**src/rtl/svm_pkg.sv**
```systemverilog
// Shared definitions for the SVM feature path.
// Used by the feature packer and the classifier.
package svm_pkg;

    localparam int FEATURE_DIM    = 8192;
    localparam int BYTES_PER_WORD = 16;
    localparam int WORD_W         = 128;

    typedef enum logic [2:0] {
        FILL,
        WRITE,
        PAD,
        DRAIN,
        DONE
    } pack_state_e;

endpackage

```
**src/rtl/byte_lane_packer.sv**
```systemverilog
// 16x8 lane register for the feature packer.
// Lanes at or above the fill index read as zero.
module byte_lane_packer
    import svm_pkg::*;
(
    input  logic              clk,
    input  logic              reset,
    input  logic              clr_i,
    input  logic              we_i,
    input  logic [3:0]        idx_i,
    input  logic [7:0]        data_i,
    input  logic [3:0]        lim_i,
    output logic [WORD_W-1:0] data_o
);

    logic [BYTES_PER_WORD-1:0][7:0] lanes_q;

    // Lane storage: write one lane per accept, wipe on reset/clear.
    always_ff @(posedge clk) begin
        if (reset || clr_i) begin
            lanes_q <= '0;
        end else if (we_i) begin
            lanes_q[idx_i] <= data_i;
        end
    end

    // Stale lanes from the previous word are hidden; lim 0 means all 16 filled.
    always_comb begin
        data_o = '0;
        for (int k = 0; k < BYTES_PER_WORD; k++) begin
            if (lim_i == 4'd0 || 4'(k) < lim_i) begin
                data_o[8*k +: 8] = lanes_q[k];
            end
        end
    end

endmodule

```
**src/rtl/svm_feature_packer.sv**
```systemverilog
// Packs 8-bit features into 128-bit FIFO words.
// Pads short objects, drains and flags long ones.
module svm_feature_packer
    import svm_pkg::*;
#(
    parameter int FeatureDim = FEATURE_DIM
) (
    input  logic              clk,
    input  logic              reset,
    input  logic [7:0]        InData,
    input  logic              InValid,
    input  logic              InLast,
    output logic              InReady,
    output logic [WORD_W-1:0] WrData,
    input  logic              WrFull,
    output logic              WrFIFO,
    output logic              ObjectDone,
    output logic              Overflow
);

    localparam int WORDS = FeatureDim / BYTES_PER_WORD;
    localparam int WCW   = $clog2(WORDS) + 1;
    localparam logic [WCW-1:0] WORDS_C = WCW'(WORDS);

    pack_state_e    state_q, state_d;
    logic [WCW-1:0] word_cnt_q, word_cnt_d;
    logic [3:0]     byte_idx_q, byte_idx_d;
    logic           ovf_q, ovf_d;
    logic           last_q, last_d;

    logic              wr;
    logic              lane_we;
    logic              lane_clr;
    logic [WCW-1:0]    cnt_inc;
    logic [WORD_W-1:0] lane_word;

    byte_lane_packer u_lanes (
        .clk    (clk),
        .reset  (reset),
        .clr_i  (lane_clr),
        .we_i   (lane_we),
        .idx_i  (byte_idx_q),
        .data_i (InData),
        .lim_i  (byte_idx_q),
        .data_o (lane_word)
    );

    // State, counters and flags.
    always_ff @(posedge clk) begin
        if (reset) begin
            state_q    <= FILL;
            word_cnt_q <= '0;
            byte_idx_q <= '0;
            ovf_q      <= 1'b0;
            last_q     <= 1'b0;
        end else begin
            state_q    <= state_d;
            word_cnt_q <= word_cnt_d;
            byte_idx_q <= byte_idx_d;
            ovf_q      <= ovf_d;
            last_q     <= last_d;
        end
    end

    // Next state and outputs; handshake outputs depend only on state and WrFull.
    always_comb begin
        state_d    = state_q;
        word_cnt_d = word_cnt_q;
        byte_idx_d = byte_idx_q;
        ovf_d      = ovf_q;
        last_d     = last_q;
        InReady    = 1'b0;
        ObjectDone = 1'b0;
        Overflow   = 1'b0;
        WrData     = lane_word;
        wr         = 1'b0;
        lane_we    = 1'b0;
        lane_clr   = 1'b0;
        cnt_inc    = word_cnt_q + 1'b1;

        unique case (state_q)
            FILL: begin
                InReady = 1'b1;
                if (InValid) begin
                    lane_we    = 1'b1;
                    byte_idx_d = byte_idx_q + 4'd1;
                    if (InLast) begin
                        last_d = 1'b1;
                    end
                    if (byte_idx_q == 4'd15 || InLast) begin
                        state_d = WRITE;
                    end
                end
            end
            WRITE: begin
                wr = !WrFull;
                if (wr) begin
                    word_cnt_d = cnt_inc;
                    byte_idx_d = '0;
                    if (cnt_inc == WORDS_C) begin
                        state_d = last_q ? DONE : DRAIN;
                    end else begin
                        state_d = last_q ? PAD : FILL;
                    end
                end
            end
            PAD: begin
                WrData = '0;
                wr     = !WrFull;
                if (wr) begin
                    word_cnt_d = cnt_inc;
                    if (cnt_inc == WORDS_C) begin
                        state_d = DONE;
                    end
                end
            end
            DRAIN: begin
                InReady = 1'b1;
                if (InValid) begin
                    ovf_d = 1'b1;
                    if (InLast) begin
                        state_d = DONE;
                    end
                end
            end
            DONE: begin
                ObjectDone = 1'b1;
                Overflow   = ovf_q;
                word_cnt_d = '0;
                byte_idx_d = '0;
                ovf_d      = 1'b0;
                last_d     = 1'b0;
                lane_clr   = 1'b1;
                state_d    = FILL;
            end
            default: begin
                state_d = FILL;
            end
        endcase

        WrFIFO = wr && !reset;
        if (reset) begin
            InReady    = 1'b0;
            ObjectDone = 1'b0;
            Overflow   = 1'b0;
        end
    end

endmodule

```
**config.mk**
```make
export PLATFORM = sky130hd
export DESIGN_NAME = svm_feature_packer
export DESIGN_NICKNAME = d
export VERILOG_FILES = /design/src/rtl/svm_pkg.sv /design/src/rtl/byte_lane_packer.sv /design/src/rtl/svm_feature_packer.sv
export SDC_FILE = /design/constraint.sdc
export NUM_CORES = 1
export LEC_CHECK = 0
export CELL_PAD_IN_SITES_DETAIL_PLACEMENT = 0
export CELL_PAD_IN_SITES_GLOBAL_PLACEMENT = 1
export CORE_MARGIN = 2
export CORE_UTILIZATION = 37
export CTS_BUF_LIST = sky130_fd_sc_hd__clkbuf_16
export DETAILED_ROUTE_END_ITERATION = 16
export PLACE_DENSITY_LB_ADDON = 0.1
export SYNTH_ARGS = -nofsm -noshare
export SYNTH_HDL_FRONTEND = slang
export SYNTH_SLANG_ARGS = --single-unit
```
**constraint.sdc**
```tcl
create_clock -name clk -period 2.6 [get_ports clk]
set_input_delay 0.52 -clock clk [delete_from_list [all_inputs] [get_ports clk]]
set_output_delay 0.52 -clock clk [all_outputs]
set_load 0.03 [all_outputs]
```
# [Word-level counts from Yosys, hierarchy flattened]
# Cells that the tools add are included.
[word_totals] output_inout_bits=132 latchBits=0 mem_bits_rw=0 mem_bits_ro=0 input_bits=13 regBits=147 mem_count=0 elab_cells=141
[classes] order_cmp=18 multipliers=0 n_div=0 n_reduce_logical=35 n_mux=50 addsub=2 eq_ne=15 n_shift=0 bitwise_logic=0
[ops] op="2-to-1 mux 8 bit" n=17
[ops] op="bitwise mux 128 bit" n=1
[ops] op="2-to-1 mux 128 bit" n=1
[ops] op="demux 8 bit (select 4 bit)" n=1
[ops] op="< comparator 4 bit (first input constant)" n=8
[ops] op="2-to-1 mux 3 bit" n=9
[ops] op="one-hot mux 10 bit (2 select lines)" n=1
[ops] op="logical OR 1 bit" n=18
[ops] op="!= test 2 bit (second input constant)" n=9
[ops] op="< comparator 3 x 4 -> 1 bit (first input constant)" n=4
[ops] op="2-to-1 mux 1 bit" n=12
[ops] op="one-hot mux 3 bit (4 select lines)" n=1
[ops] op="one-hot mux 4 bit (3 select lines)" n=1
[ops] op="adder 10 x 1 -> 10 bit (second input constant)" n=1
[ops] op="== test 10 bit (second input constant)" n=1
[ops] op="2-to-1 mux 10 bit" n=1
[ops] op="< comparator 1 x 4 -> 1 bit (first input constant)" n=2
[ops] op="< comparator 2 x 4 -> 1 bit (first input constant)" n=2
[ops] op="2-to-1 mux 4 bit" n=2
[ops] op="AND reduction 7 bit" n=1
[ops] op="== test 3 x 2 -> 1 bit (second input constant)" n=2
[ops] op="AND reduction 3 bit" n=2
[ops] op="nonzero test 2 bit" n=3
[ops] op="< comparator 4 x 5 -> 1 bit (second input constant)" n=1
[ops] op="other kinds (14)" n=19

# [Logic depth before layout (Yosys ltp)]
[logic_depth] word_depth=5 depth_mapped=8 mapped_depth_nobuf=6

# [Hierarchy]
# From an unflattened synthesis, not the netlist that was laid out.
[unflattened] cells_unflattened=893 area_unflattened_um2=7728.7
[by_module_without_submodules] mod="byte_lane_packer" cells_each=605 n_inst=1 seq_area_each_um2=2562.5 area_per_inst_um2=5661.7
[by_module_without_submodules] mod="svm_feature_packer" cells_each=288 n_inst=1 seq_area_each_um2=380.4 area_per_inst_um2=2067.0

# [Worst setup path after synthesis]
# Ideal clock, no wire load.
[synth_timing] path_kind="reg2out" startpoint="register byte_idx_q[1]" endpoint="output port WrData[48]" stages_incl_launch_ff=7 setup_slack_ps=484 path_buffers=0 t_arrival_ps=1596 t_required_ps=2080 cell_sequence="dfxtp_1 inv_1 ha_1 nor3_1 nor2_1 a21boi_2 and2_1"
[synth_between] elab_chain_cells=4
[synth_rtl] item="start: declaration" line_no="svm_feature_packer.sv:27" text="logic [3:0] byte_idx_q, byte_idx_d;"
[synth_rtl] item="start signal: assignment" line_no="svm_feature_packer.sv:59" text="byte_idx_q <= byte_idx_d;"
[synth_rtl] item="< comparator 3 x 4 -> 1 bit / logical NOT 4 bit (equally long branches)" line_no="byte_lane_packer.sv:31" text="if (lim_i == 4'd0 || 4'(k) < lim_i) begin"
[synth_rtl] item="logical OR 1 bit *" line_no="byte_lane_packer.sv:31"
[synth_rtl] item="2-to-1 mux 8 bit *" line_no="byte_lane_packer.sv:31"
[synth_rtl] item="2-to-1 mux 128 bit *" line_no="svm_feature_packer.sv:81" text="unique case (state_q)"
[synth_rtl] item="end: declaration" line_no="svm_feature_packer.sv:14" text="output logic [WORD_W-1:0] WrData,"
# Mark *: on every way between the ends. The rest lies on a longest branch, timed or not.

# [Worst setup path in the final report]
[layout_timing] startpoint="register byte_idx_q[0]" endpoint="output port WrData[117]"
[layout_between] elab_chain_cells=4
[layout_rtl] item="< comparator 4 bit / logical NOT 4 bit (equally long branches)" line_no="byte_lane_packer.sv:31"
[layout_rtl] item="logical OR 1 bit *" line_no="byte_lane_packer.sv:31"
[layout_rtl] item="2-to-1 mux 8 bit *" line_no="byte_lane_packer.sv:31"
[layout_rtl] item="2-to-1 mux 128 bit *" line_no="svm_feature_packer.sv:81"
# Marks and branches as above.

==> summary.md <==
| Metric | Value |
|---|---|
| H-tree depth | `4` |
| Worst slew pin tran | `0.505 ns` |
| Pwr dens | `600 nW/um2` |
| Sink Count | `roughly 150` |
| Die W | `roughly 140 um` |
| Initial antenna violation count | `0` |
| Dpl cells | `between 1k and 1.5k` |
| Pins over their slew limit | `0` |
| Die Height | `approximately 140 um` |
| Max-cap viol count | `0` |
| Rows | `50` |
| Most common cell in the netlist | `nand2_1` |
| Post-DR wirelength/cell | `around 17 um` |
| Port-buffer cells | `between 100 and 150` |
| Finished Layout Cells | `1309` |
| Synthesis-stage register bit count | `about 150` |
| Top cells by area, synth | `dfxtp_1, and2_1, a21oi_1` |
| Final GP Congestion | `about 0.80` |
| Kind of end point of the critical path | `output pin` |
| CP max stage cell | `dfxtp_2` |
| Total GRT Usage | `0.216` |
| Core area | `18600 um2` |
| Critical Path Fanout Max | `8` |
| Die ar. | `roughly 20000 um2` |
| Clock buffer depth | `2` |
| Vias in the first global route | `6316` |
| Tightest Hold Check Type | `flop to flop` |
| First-pass GRT wire length | `34300 um` |
| Worst-path clk slew | `around 0.06 ns` |
| Post-route ant nets | `0` |
| Final HPWL DP | `between 10000 and 15000 um` |
| WP data required | `roughly 2.1 ns` |
| Root buffer cell | `clkbuf_16` |
| FMAX | `roughly 400 MHz` |
| Share of cells above drive strength 1 | `0.214` |
| Clock Latency Late Sink | `0.43 ns` |
| Via count | `6737` |
| Sequential share of the synthesized area | `0.421` |
| Utilization after layout | `0.499` |
| Final setup viols | `0` |
| Area grow syn2layout | `33.2%` |
| Leak Pwr | `3.63 nW` |
| Total Nets Final | `1080` |
| ANT cells | `0` |
| Synthesized area | `~7000 um2` |
| Primary FF master, synth | `dfxtp_1` |
| Synth area leader | `dfxtp_1` |
| Period utilization | `0.965` |
| Number of flops mapped to enable cells by yosys | `0` |
| Most frequent cell on the critical path | `buf_4` |
| Critical path, cell by cell | `buf_4 -> ha_1 -> buf_4 -> nand2_1 -> a21oi_1 -> buf_4 -> and2_1 -> clkdlybuf4s15_2` |
| Most instantiated cells after synthesis | `nand2_1, a21oi_1, dfxtp_1` |
| CP Launch Type | `flop` |
| Drt pass-1 iters | `4` |
| Pin count of the biggest net entering global routing | `between 70 and 80` |
| WS Path Type | `flop to output pin` |
| Yosys top cell area share | `0.421` |
| Number of vias per cell | `a little over 5` |
| Rel. slew slack | `0.662` |
| Synth Instances | `~920` |
| FFs w/ async S/R, synth | `0` |
| CTS Buf Count | `17` |
| Clock Skews | `between 0.01 and 0.015 ns` |
| Routed WL | `21700 um` |
| Tmin final | `2.51 ns` |
| Post-Route Setup TNS | `0 ns` |
| Worst Path Arrival | `1.99 ns` |
| Starting Density | `0.375` |
| IO Pins | `145` |
| TritonCTS clock tree | `done` |
| Syn nets | `slightly above 900` |
| RSZ-0062 raised after global routing | `yes` |
| Tot Pwr | `about 5.6 mW` |
| Yosys warns | `0` |
| Status | `finished, final reports clean` |
| DRT iter0 DRCs | `between 300 and 400` |
| DRC | `0` |
| Synth cell types | `51` |
| Worst stage delay on the critical path | `0.33 ns` |
| Hold Violations, Final | `0` |
| Worst voltage drop across the vdd grid | `roughly 0.43 mV` |
| Hold Slack | `approximately 0.45 ns` |
| Mapped Avg Cell Area | `between 7 and 8 um2` |
| Total congestion overflow | `0` |
## registers in the layout (all words and copies together) (netlist names)
name,flops
u_lanes.lanes_q,128
word_cnt_q,10
byte_idx_q,4
state_q,3
last_q,1
ovf_q,1
## what timing repair did
item	CTS	global route
gates cloned	0	1
endpoints found under the setup margin	104	83
pin swaps	1	4
hold buffers	0	0
setup buffers	0	2
gates resized for setup	143	52
## cells in the final DEF (no fill, tap or decap), types with 4 or more instances in the layout
| cell | count |
|---|---|
| a21oi_1 | 146 |
| a21oi_4 | 5 |
| a31oi_1 | 5 |
| and2_1 | 122 |
| and3_1 | 4 |
| buf_12 | 14 |
| buf_2 | 14 |
| buf_4 | 110 |
| buf_6 | 6 |
| clkbuf_16 | 18 |
| clkbuf_2 | 14 |
| clkdlybuf4s15_2 | 5 |
| clkdlybuf4s50_1 | 12 |
| clkinvlp_4 | 5 |
| dfxtp_1 | 143 |
| dlygate4sd2_1 | 23 |
| ha_1 | 4 |
| inv_6 | 5 |
| nand2_1 | 155 |
| nand3_1 | 137 |
| nor2_1 | 29 |
| nor2b_1 | 8 |
| o21ai_0 | 9 |
## worst max-delay path, delay by kind of cell (launching register included)
family | cells | cell delay, ns
buf+inv | 4 | 0.73
fa+ha+maj | 1 | 0.17
compound gates | 1 | 0.14
flops | 1 | 0.33
simple gates | 2 | 0.20
## final cells by class
class	count	area, um2
clock inverters	15	131
clock buffers	17	425
fillers	1917	9340
repair buffers	202	1750
inverters	5	18.8
multi-input cells	689	3740
well taps	234	293
flip-flops and latches	147	2950
## power breakdown
part	leakage (nW)	internal [mW]	total, mW	switching (mW)
Clock	0.256	1.32	2.36	1.04
Sequential	1.19	2.29	2.31	0.0232
Combinational	2.18	0.346	0.907	0.561
Total	3.63	3.96	5.58	1.63
## cell families (layout without fill, tap and decap cells)
group / count (synthesis) / count (layout) / share of synthesized area
buffers and inverters: 81 / 239 / 0.0593
flip-flops: 147 / 147 / 0.421
adder cells (fa/ha/maj): 5 / 5 / 0.00896
AND/OR/NAND/NOR: 493 / 493 / 0.359
multiplexers: 2 / 2 / 0.00287
XOR/XNOR: 7 / 7 / 0.00985
AO/OA/AOI/OAI: 182 / 182 / 0.138
## worst paths after layout
path	from	end	slack, ns	depth (start not counted)
max	byte_idx_q[0]$_SDFFE_PP0P_	WrData[117]	0.09	8
min	u_lanes.lanes_q[93]$_SDFFE_PP0P_	u_lanes.lanes_q[93]$_SDFFE_PP0P_	0.45	2
max reg2reg	state_q[2]$_SDFFE_PP0P_	u_lanes.lanes_q[50]$_SDFFE_PP0P_	0.63	7
min reg2reg	u_lanes.lanes_q[93]$_SDFFE_PP0P_	u_lanes.lanes_q[93]$_SDFFE_PP0P_	0.45	2
## per-layer routing
metal  vias to the layer above  global-route usage  wire length, um
met5                         -                   0                0
met4                         0              0.0489              155
met3                        11              0.0489             1030
met2                       159               0.354            10300
met1                      3187               0.291            10100
li1                       3380                   -                -
## per-stage QoR
stage | instance area [um2] | setup slack [ns]
2_1_floorplan | 6990 | 0.484
3_3_place_gp | 8730 | 0.0187
3_5_place_dp | 8730 | -0.0161
4_1_cts | 9310 | 0.00602
5_1_grt | 9310 | -0.00646
6_report | 9310 | 0.0899
(Power assumes the default switching activity.)
